===== src/rtl/dmem_pkg.sv =====
// Shared types and constants for the data-memory access unit.
// Holds the FSM state encoding, default widths and error bit positions.
package dmem_pkg;

    localparam int BUS_W_DEF  = 16;
    localparam int ADDR_W_DEF = 16;
    localparam int ROW_W_DEF  = 8;
    localparam int COL_W_DEF  = 8;
    localparam int LAT_W      = 2;

    // err is the OR of these sticky causes
    localparam int ERR_W    = 2;
    localparam int ERR_BUSY = 0;
    localparam int ERR_RDWR = 1;

    typedef enum logic [1:0] {
        IDLE    = 2'd0,
        RD_WAIT = 2'd1,
        RD_CAP  = 2'd2,
        WR      = 2'd3
    } dmem_state_e;

endpackage


===== src/rtl/wrap_counter.sv =====
// Modulo counter with synchronous clear; clr has priority over inc.
// Used for the row and column address counters.
module wrap_counter #(
    parameter int WIDTH   = 8,
    parameter int MODULUS = 256
) (
    input  logic             clk,
    input  logic             reset,
    input  logic             inc,
    input  logic             clr,
    output logic [WIDTH-1:0] count
);

    localparam logic [WIDTH-1:0] LAST = WIDTH'(MODULUS - 1);

    always_ff @(posedge clk) begin
        if (reset) begin
            count <= '0;
        end else if (clr) begin
            count <= '0;
        end else if (inc) begin
            if (count == LAST) begin
                count <= '0;
            end else begin
                count <= count + WIDTH'(1);
            end
        end
    end

endmodule


===== src/rtl/dmem_access_unit.sv =====
// Data-memory access unit: address counters, MDR and the RAM
// read/write sequencer driven by the control unit's strobes.
module dmem_access_unit
    import dmem_pkg::*;
#(
    parameter int BUS_WIDTH = BUS_W_DEF,
    parameter int ADDR_W    = ADDR_W_DEF,
    parameter int ROW_W     = ROW_W_DEF,
    parameter int COL_W     = COL_W_DEF,
    parameter int N_ROWS    = 256,
    parameter int N_COLS    = 256,
    parameter int MEM_LAT   = 1
) (
    input  logic                 clk,
    input  logic                 reset,
    input  logic                 dmem_read,
    input  logic                 dmem_write,
    input  logic                 mar_inc,
    input  logic                 col_inc,
    input  logic                 row_inc,
    input  logic                 col_zero,
    input  logic [BUS_WIDTH-1:0] wr_data,
    input  logic [BUS_WIDTH-1:0] mem_rdata,
    output logic [ADDR_W-1:0]    mem_addr,
    output logic                 mem_en,
    output logic                 mem_we,
    output logic [BUS_WIDTH-1:0] mem_wdata,
    output logic [BUS_WIDTH-1:0] mdr,
    output logic                 rd_valid,
    output logic                 busy,
    output logic [ROW_W-1:0]     row,
    output logic [COL_W-1:0]     col,
    output logic [ADDR_W-1:0]    mar,
    output logic                 err
);

    localparam logic [LAT_W-1:0] LAT_INIT = LAT_W'(MEM_LAT - 1);

    dmem_state_e          state_q, state_n;
    logic [LAT_W-1:0]     cnt_q, cnt_n;
    logic [ERR_W-1:0]     err_q, err_n;
    logic [ADDR_W-1:0]    addr_n;
    logic                 en_n, we_n, rdv_n;
    logic [BUS_WIDTH-1:0] wdata_n, mdr_n;
    logic                 rd_prev, wr_prev;
    logic                 rd_edge, wr_edge;

    assign rd_edge = dmem_read & ~rd_prev;
    assign wr_edge = dmem_write & ~wr_prev;
    assign busy    = (state_q != IDLE);
    assign err     = |err_q;

    always_comb begin
        state_n = state_q;
        cnt_n   = cnt_q;
        err_n   = err_q;
        addr_n  = mem_addr;
        en_n    = mem_en;
        we_n    = mem_we;
        wdata_n = mem_wdata;
        mdr_n   = mdr;
        rdv_n   = 1'b0;
        unique case (state_q)
            IDLE: begin
                // write wins a tie; the dropped read is flagged
                if (wr_edge) begin
                    state_n = WR;
                    addr_n  = mar;
                    wdata_n = wr_data;
                    en_n    = 1'b1;
                    we_n    = 1'b1;
                    if (rd_edge) begin
                        err_n[ERR_RDWR] = 1'b1;
                    end
                end else if (rd_edge) begin
                    state_n = RD_WAIT;
                    addr_n  = mar;
                    en_n    = 1'b1;
                    we_n    = 1'b0;
                    cnt_n   = LAT_INIT;
                end
            end
            RD_WAIT: begin
                if (cnt_q == '0) begin
                    state_n = RD_CAP;
                end else begin
                    cnt_n = cnt_q - LAT_W'(1);
                end
            end
            RD_CAP: begin
                mdr_n   = mem_rdata;
                rdv_n   = 1'b1;
                en_n    = 1'b0;
                state_n = IDLE;
            end
            WR: begin
                en_n    = 1'b0;
                we_n    = 1'b0;
                state_n = IDLE;
            end
            default: begin
                state_n = IDLE;
            end
        endcase
        if (busy && (rd_edge || wr_edge)) begin
            err_n[ERR_BUSY] = 1'b1;
        end
    end

    always_ff @(posedge clk) begin
        if (reset) begin
            state_q   <= IDLE;
            cnt_q     <= '0;
            err_q     <= '0;
            mem_addr  <= '0;
            mem_en    <= 1'b0;
            mem_we    <= 1'b0;
            mem_wdata <= '0;
            mdr       <= '0;
            rd_valid  <= 1'b0;
            rd_prev   <= 1'b0;
            wr_prev   <= 1'b0;
        end else begin
            state_q   <= state_n;
            cnt_q     <= cnt_n;
            err_q     <= err_n;
            mem_addr  <= addr_n;
            mem_en    <= en_n;
            mem_we    <= we_n;
            mem_wdata <= wdata_n;
            mdr       <= mdr_n;
            rd_valid  <= rdv_n;
            rd_prev   <= dmem_read;
            wr_prev   <= dmem_write;
        end
    end

    always_ff @(posedge clk) begin
        if (reset) begin
            mar <= '0;
        end else if (mar_inc) begin
            mar <= mar + ADDR_W'(1);
        end
    end

    wrap_counter #(
        .WIDTH   (ROW_W),
        .MODULUS (N_ROWS)
    ) u_row (
        .clk   (clk),
        .reset (reset),
        .inc   (row_inc),
        .clr   (1'b0),
        .count (row)
    );

    wrap_counter #(
        .WIDTH   (COL_W),
        .MODULUS (N_COLS)
    ) u_col (
        .clk   (clk),
        .reset (reset),
        .inc   (col_inc),
        .clr   (col_zero),
        .count (col)
    );

endmodule


===== config.mk =====
export PLATFORM = sky130hd
export DESIGN_NAME = dmem_access_unit
export DESIGN_NICKNAME = d
export VERILOG_FILES = /design/src/rtl/dmem_pkg.sv /design/src/rtl/wrap_counter.sv /design/src/rtl/dmem_access_unit.sv
export SDC_FILE = /design/constraint.sdc
export NUM_CORES = 1
export LEC_CHECK = 0
export ABC_AREA = 1
export BUFFER_PORTS_ARGS = -buffer_cell sky130_fd_sc_hd__buf_2
export CAP_MARGIN = 20
export CORE_MARGIN = 3
export CORE_UTILIZATION = 45
export CTS_BUF_LIST = sky130_fd_sc_hd__clkbuf_4
export CTS_CLUSTER_DIAMETER = 200
export CTS_CLUSTER_SIZE = 8
export DETAILED_ROUTE_END_ITERATION = 8
export PLACE_DENSITY = 0.73
export SYNTH_ARGS = -nofsm -noshare
export SYNTH_HDL_FRONTEND = slang
export SYNTH_SLANG_ARGS = --single-unit

===== constraint.sdc =====
create_clock -name clk -period 3.5 [get_ports clk]
set_clock_uncertainty 0.05 [all_clocks]
set_input_delay 0.35 -clock clk [delete_from_list [all_inputs] [get_ports clk]]
set_output_delay 0.35 -clock clk [all_outputs]
set_load 0.05 [all_outputs]

# Word-level counts from Yosys, hierarchy flattened
# Cells that the tools add are included.
op_classes:
  n_addsub: 4
  eq_ne: 10
  n_mux: 19
  bitwise_logic: 4
  reduce_logical: 19
ops:
  columns: ["cell", "n"]
  rows:
  - ["16-bit two-way mux", 2]
  - ["16-bit by 1-bit adder with 16-bit output (second input constant)", 1]
  - ["8-bit by 1-bit adder with 8-bit output (second input constant)", 2]
  - ["8-bit equality test (second input constant)", 2]
  - ["8-bit two-way mux", 2]
  - ["2-bit two-way mux", 6]
  - ["2-bit AND reduction", 5]
  - ["2-bit nonzero test", 5]
  - ["2-bit != test (second input constant)", 4]
  - ["2-bit one-hot mux with 3 select lines", 1]
  - ["2-bit OR reduction", 3]
  - ["1-bit two-way mux", 5]
  - ["2-bit equality test (second input constant)", 2]
  - ["2-bit logical NOT", 2]
  - ["1-bit one-hot mux with 2 select lines", 2]
  - ["2-bit one-hot mux with 2 select lines", 1]
  - ["4-bit AND reduction", 1]
  - ["3-bit != test (second input constant)", 1]
  - ["3-bit AND reduction", 1]
  - ["1-bit bitwise AND", 2]
  - ["2-bit by 1-bit equality test with 1-bit output (second input constant)", 1]
  - ["1-bit NOT", 2]
  - ["2-bit by 1-bit subtractor with 2-bit output (second input constant)", 1]
  - ["1-bit logical AND", 1]
  - ["1-bit logical OR", 1]
word_totals:
  ff_bits: 91
  input_bits: 40
  out_inout_bits: 85
  wordCells: 71

# Logic depth before layout (Yosys ltp)
depth:
  ltp_word: 5
  mapped_depth: 9
  mapped_depth_nobuf: 8

# Hierarchy
# A second synthesis with hierarchy kept.
hier_totals:
  hier_cells: 475
  hier_area_um2: 3664.8
by_module_without_submodules:
  columns: ["module", "n_inst", "cells_each", "area_per_inst_um2", "seq_area_each_um2"]
  rows:
  - ["dmem_access_unit", 1, 375, 2901.5, 1501.4]
  - ["wrap_counter", 2, 50, 381.6, 160.2]

# Worst setup path before layout
# OpenSTA, ideal clock, no wires.
synth_path:
  path_type: "reg-to-reg"
  from: "reg mar[1]"
  to: "reg mar[14]"
  setup_time_ns: 0.110
  arrival_ns: 1.533
  setup_slack_ns: 1.807
  path_stages_with_launch: 7
  path_buffers: 0
  period_less_slack_ns: 1.693
  path_cell_list: "dfxtp_1 ha_1 nand2_1 nor3_4 nand4_1 nand2_1 nor2_1"
synth_between:
  elab_chain_cells: 1
synth_lines:
  columns: ["element", "line", "source"]
  rows:
  - ["from (decl)", "dmem_access_unit.sv:33", "output logic [ADDR_W-1:0] mar,"]
  - ["from (signal assigned)", "dmem_access_unit.sv:142", "mar <= mar + ADDR_W'(1);"]
  - ["16-bit by 1-bit adder with 16-bit output", "dmem_access_unit.sv:142", null]
# No other way between the ends.
# A chain may end at the register's enable or synchronous reset.

# Worst setup path after layout
layout_path:
  from: "reg state_q[0]"
  to: "out busy"
layout_between:
  elab_chain_cells: 1
layout_lines:
  columns: ["element", "line", "source"]
  rows:
  - ["from (decl)", "dmem_access_unit.sv:39", "dmem_state_e state_q, state_n;"]
  - ["from (signal assigned)", "dmem_access_unit.sv:124", "state_q <= state_n;"]
  - ["2-bit nonzero test", "dmem_access_unit.sv:50", "assign busy = (state_q != IDLE);"]
  - ["to (decl)", "dmem_access_unit.sv:30", "output logic busy,"]
# No other way between the ends.

==> impl_metrics.xml <==
<?xml version="1.0" encoding="UTF-8"?>
<metrics>
  <group name="logic_synthesis">
    <metric name="syn_avg_cell_area" unit="um2">7.630</metric>
    <metric name="ys_types" unit="">34</metric>
    <metric name="ys_warn_count" unit="">0</metric>
    <metric name="synth.area.top_cells" unit="">sky130_fd_sc_hd__dfxtp_1 50%, sky130_fd_sc_hd__nor2_1 12%, sky130_fd_sc_hd__o21ai_0 6.1%, sky130_fd_sc_hd__nand2_1 5.7%, sky130_fd_sc_hd__a21oi_1 4.1%</metric>
    <metric name="ys_seq_area_share" unit="%">50.05</metric>
    <metric name="synth_top_area_share" unit="%">50.05</metric>
    <metric name="ff_latch_count_synth" unit="">91</metric>
    <metric name="postSynthNetCount" unit="">521</metric>
    <metric name="synth_area_leader_cell" unit="">sky130_fd_sc_hd__dfxtp_1</metric>
    <metric name="syn_inst" unit="">477</metric>
    <metric name="syn_area" unit="um2">3640</metric>
  </group>
  <group name="routing">
    <metric name="routed-via-count" unit="">3391</metric>
    <metric name="totalWireLength" unit="um">8573</metric>
    <metric name="first_iter_violations" unit="">161</metric>
    <metric name="route.antenna.remaining_nets" unit="">0</metric>
    <metric name="drtPass1Iterations" unit="">4</metric>
    <metric name="met3RoutedLength" unit="um">534</metric>
    <metric name="route.detailed.wl_per_inst" unit="um">12.19</metric>
    <metric name="wirelength_met1" unit="um">3973</metric>
    <metric name="route.top_layer_used" unit="">met4</metric>
    <metric name="drcViolationCount" unit="">0</metric>
    <metric name="routed-wl-met2" unit="um">3981</metric>
    <metric name="routed_via_density" unit="">4.824</metric>
  </group>
  <group name="floorplan">
    <metric name="die-area" unit="um2">9204</metric>
    <metric name="floorplan.rows" unit="">32</metric>
    <metric name="boundaryPins" unit="">125</metric>
    <metric name="core" unit="um2">7807</metric>
    <metric name="chipHeight" unit="um">95.94</metric>
    <metric name="initial_core_util" unit="%">46.62</metric>
    <metric name="width_of_the_chip" unit="um">95.94</metric>
  </group>
  <group name="finish">
    <metric name="final_layout_size_suffix_gt1_share" unit="%">26.79</metric>
    <metric name="areaGrowthSynthToFinish" unit="%">22.86</metric>
    <metric name="n_diodes" unit="">0</metric>
    <metric name="num-fill-cells" unit="">762</metric>
    <metric name="final-instance-count-excl-fill" unit="">703</metric>
    <metric name="final_net_count" unit="">640</metric>
  </group>
  <group name="clock_network">
    <metric name="cts_tree" unit="">yes</metric>
    <metric name="ctsHoldBuffers" unit="">0</metric>
    <metric name="cts_resized" unit="">0</metric>
    <metric name="clock_tree.buffer_depth" unit="">2</metric>
    <metric name="post_cts_buffers" unit="">0</metric>
    <metric name="htreeDepth" unit="">3</metric>
    <metric name="clkSlewWorstSetupHoldPaths" unit="ns">0.15</metric>
    <metric name="clock-sinks" unit="">91</metric>
    <metric name="clockRootBuffer" unit="">sky130_fd_sc_hd__clkbuf_4</metric>
    <metric name="worstSkewPairLatency" unit="ns">0.41</metric>
    <metric name="cts_inserted_buffers" unit="">9</metric>
  </group>
  <group name="timing">
    <metric name="hold_violations" unit="">0</metric>
    <metric name="final.setup.tns" unit="ns">0</metric>
    <metric name="slew_viol_final" unit="">0</metric>
    <metric name="worst_slew_pin_slew" unit="ns">0.4782</metric>
    <metric name="grt_setup_unrepaired" unit="">no</metric>
    <metric name="max_slew_margin" unit="%">67.79</metric>
    <metric name="finalSetupViolations" unit="">0</metric>
    <metric name="share_of_the_cycle_needed_by_the_critical_path_after_routing" unit="%">50.07</metric>
    <metric name="timing.final.crit_period" unit="ns">1.753</metric>
    <metric name="highest_clock_rate" unit="MHz">570.6</metric>
  </group>
  <group name="flow_run">
    <metric name="maxCapViolCount" unit="">0</metric>
  </group>
  <group name="place">
    <metric name="place.detailed.instances" unit="">687</metric>
    <metric name="last_weighted_congestion_value_of_the_routability_driven_placer" unit="">0.8264</metric>
    <metric name="dp_hpwl" unit="um">6470</metric>
    <metric name="port_buffers" unit="">124</metric>
  </group>
  <group name="global_route">
    <metric name="grt_max_degree" unit="">47</metric>
    <metric name="grt_pass1_wl" unit="um">13830</metric>
    <metric name="global_route.overflow_total" unit="">0</metric>
    <metric name="grt_use_total" unit="%">18.76</metric>
    <metric name="grt_antenna_before_repair" unit="">0</metric>
    <metric name="first_global_vias" unit="">3108</metric>
  </group>
  <group name="setup_path">
    <metric name="reg2reg_setup_slack" unit="ns">1.82</metric>
    <metric name="cp-startpoint" unit="">state_q[0]</metric>
    <metric name="timing.critical_path.arrival" unit="ns">1.35</metric>
    <metric name="critical_path.reg2reg.startpoint" unit="">state_q[0]</metric>
    <metric name="setup.worst_path.class" unit="">reg -&gt; out</metric>
    <metric name="timing.critical_path.required" unit="ns">3.10</metric>
    <metric name="setup_crit_end_kind" unit="">output pin</metric>
    <metric name="critPathLaunchType" unit="">flip-flop</metric>
    <metric name="critical_path_peak_fanout" unit="">5</metric>
  </group>
  <group name="power_and_ir_drop">
    <metric name="peakVddDrop" unit="V">0.0002248</metric>
    <metric name="design_power_total" unit="mW">2.468</metric>
    <metric name="static-leakage-power" unit="nW">2.128</metric>
    <metric name="power_per_unit_of_standard_cell_area" unit="nW/um2">552.0</metric>
  </group>
  <group name="worst_hold_path">
    <metric name="worst_hold_path_type" unit="">in -&gt; reg</metric>
    <metric name="hp-start" unit="">mem_rdata[3]</metric>
  </group>
  <group name="outcome">
    <metric name="status" unit="">finished, final reports clean</metric>
  </group>
</metrics>
-- through the flow --
stage               hold WS (ns)  setup WS [ns]  instance area [um2]  utilization (%)
floorplan                 0.3854          1.807                 3640                -
detailed placement        0.4067          1.803                 4284            54.87
global placement          0.4004          1.857                 4284            54.87
CTS                      0.06308          1.714                 4472            57.28
finish                   0.08496          1.747                 4472            57.28
global route             0.06561          1.640                 4472            57.28
-- synth_stat cells --
cell type,instances
sky130_fd_sc_hd__xnor2_1,1
sky130_fd_sc_hd__clkbuf_1,4
sky130_fd_sc_hd__or2_2,2
sky130_fd_sc_hd__inv_4,1
sky130_fd_sc_hd__inv_2,4
sky130_fd_sc_hd__a21oi_2,2
sky130_fd_sc_hd__buf_1,2
sky130_fd_sc_hd__nor3b_1,1
sky130_fd_sc_hd__nand2_1,55
sky130_fd_sc_hd__o21ai_1,14
sky130_fd_sc_hd__nor2_1,120
sky130_fd_sc_hd__nand4_1,7
sky130_fd_sc_hd__buf_8,1
sky130_fd_sc_hd__dfxtp_1,91
sky130_fd_sc_hd__nor2_4,2
sky130_fd_sc_hd__buf_2,5
sky130_fd_sc_hd__nor4_1,1
sky130_fd_sc_hd__xor2_1,4
sky130_fd_sc_hd__nand3_1,19
sky130_fd_sc_hd__ha_1,4
sky130_fd_sc_hd__nand3_2,3
sky130_fd_sc_hd__o21a_1,1
sky130_fd_sc_hd__o21ai_0,44
sky130_fd_sc_hd__or2_1,1
sky130_fd_sc_hd__a21oi_1,30
sky130_fd_sc_hd__a211oi_1,1
sky130_fd_sc_hd__nand2_4,1
sky130_fd_sc_hd__nor3_1,7
sky130_fd_sc_hd__inv_1,39
sky130_fd_sc_hd__nor3_2,1
sky130_fd_sc_hd__nor3_4,1
sky130_fd_sc_hd__nor2_2,3
sky130_fd_sc_hd__buf_4,2
sky130_fd_sc_hd__buf_6,3
-- cell families (layout without fill, tap and decap cells) --
kind of cell	count (synthesis)	in the layout	synth area share, %
xor gates and xnor gates	5	5	1.203
AOI/OAI and AO/OA	92	92	12.99
buffers and inverters	61	185	7.665
adders and majority gates	4	4	1.375
DFF	91	91	50.05
and+or+nand+nor	224	224	26.71
-- metal layers --
layer  track usage [%]  vias up
met4             6.043        0
met3             4.457        5
li1                  -     1771
met5                 0        -
met1             24.09     1537
met2             31.04       78
-- flip-flops by register name, summed over array words and instances (netlist names), 2 cells and up --
| signal | flops |
|---|---|
| mem_wdata | 16 |
| state_q | 2 |
| mem_addr | 16 |
| u_col.count | 8 |
| err_q | 2 |
| cnt_q | 2 |
| mar | 16 |
| mdr | 16 |
| u_row.count | 8 |
-- report_power, final --
part / internal, mW / leakage, nW / switching, mW
Combinational: 0.134 / 1.28 / 0.449
Sequential: 1.12 / 0.745 / 0.0457
Clock: 0.373 / 0.101 / 0.347
-- layout make-up --
type | count | area [um2] | area share [%]
tap | 102 | 127.6 | 2.854
inverter | 44 | 167.7 | 3.749
timing repair buffer | 125 | 628.1 | 14.05
clock buffer | 10 | 75.07 | 1.679
clock inverter | 6 | 112.6 | 2.518
sequential | 91 | 1822 | 40.74
multi-input combinational | 325 | 1539 | 34.42
-- placed cells by master (no fill, tap or decap), drive strengths merged --
cell type,Yosys,final
nor3b,1,1
nand4,7,7
xor2,4,4
nand3,22,22
nor2,125,125
clkbuf,4,10
a211oi,1,1
clkinv,0,2
ha,4,4
bufinv,0,3
xnor2,1,1
o21a,1,1
inv,44,45
nand2,56,56
a21oi,32,32
nor3,9,9
or2,3,3
nor4,1,1
buf,13,125
o21ai,58,58
dfxtp,91,91
-- path summary, 6_finish.rpt --
kind / end / cells after the start
worst max register to register: err_q[1] / 5
worst min register to register: err_q[1] / 2
worst min-delay path: mdr[3] / 3
worst max-delay path: busy / 3
-- worst max-delay path: stages (launching register included) --
cell and delay, ns:
sky130_fd_sc_hd__dfxtp_1 0.50, sky130_fd_sc_hd__nor2_4 0.09, sky130_fd_sc_hd__inv_1 0.08, sky130_fd_sc_hd__buf_2 0.27
Note: power is estimated with default switching activity, not from simulation.
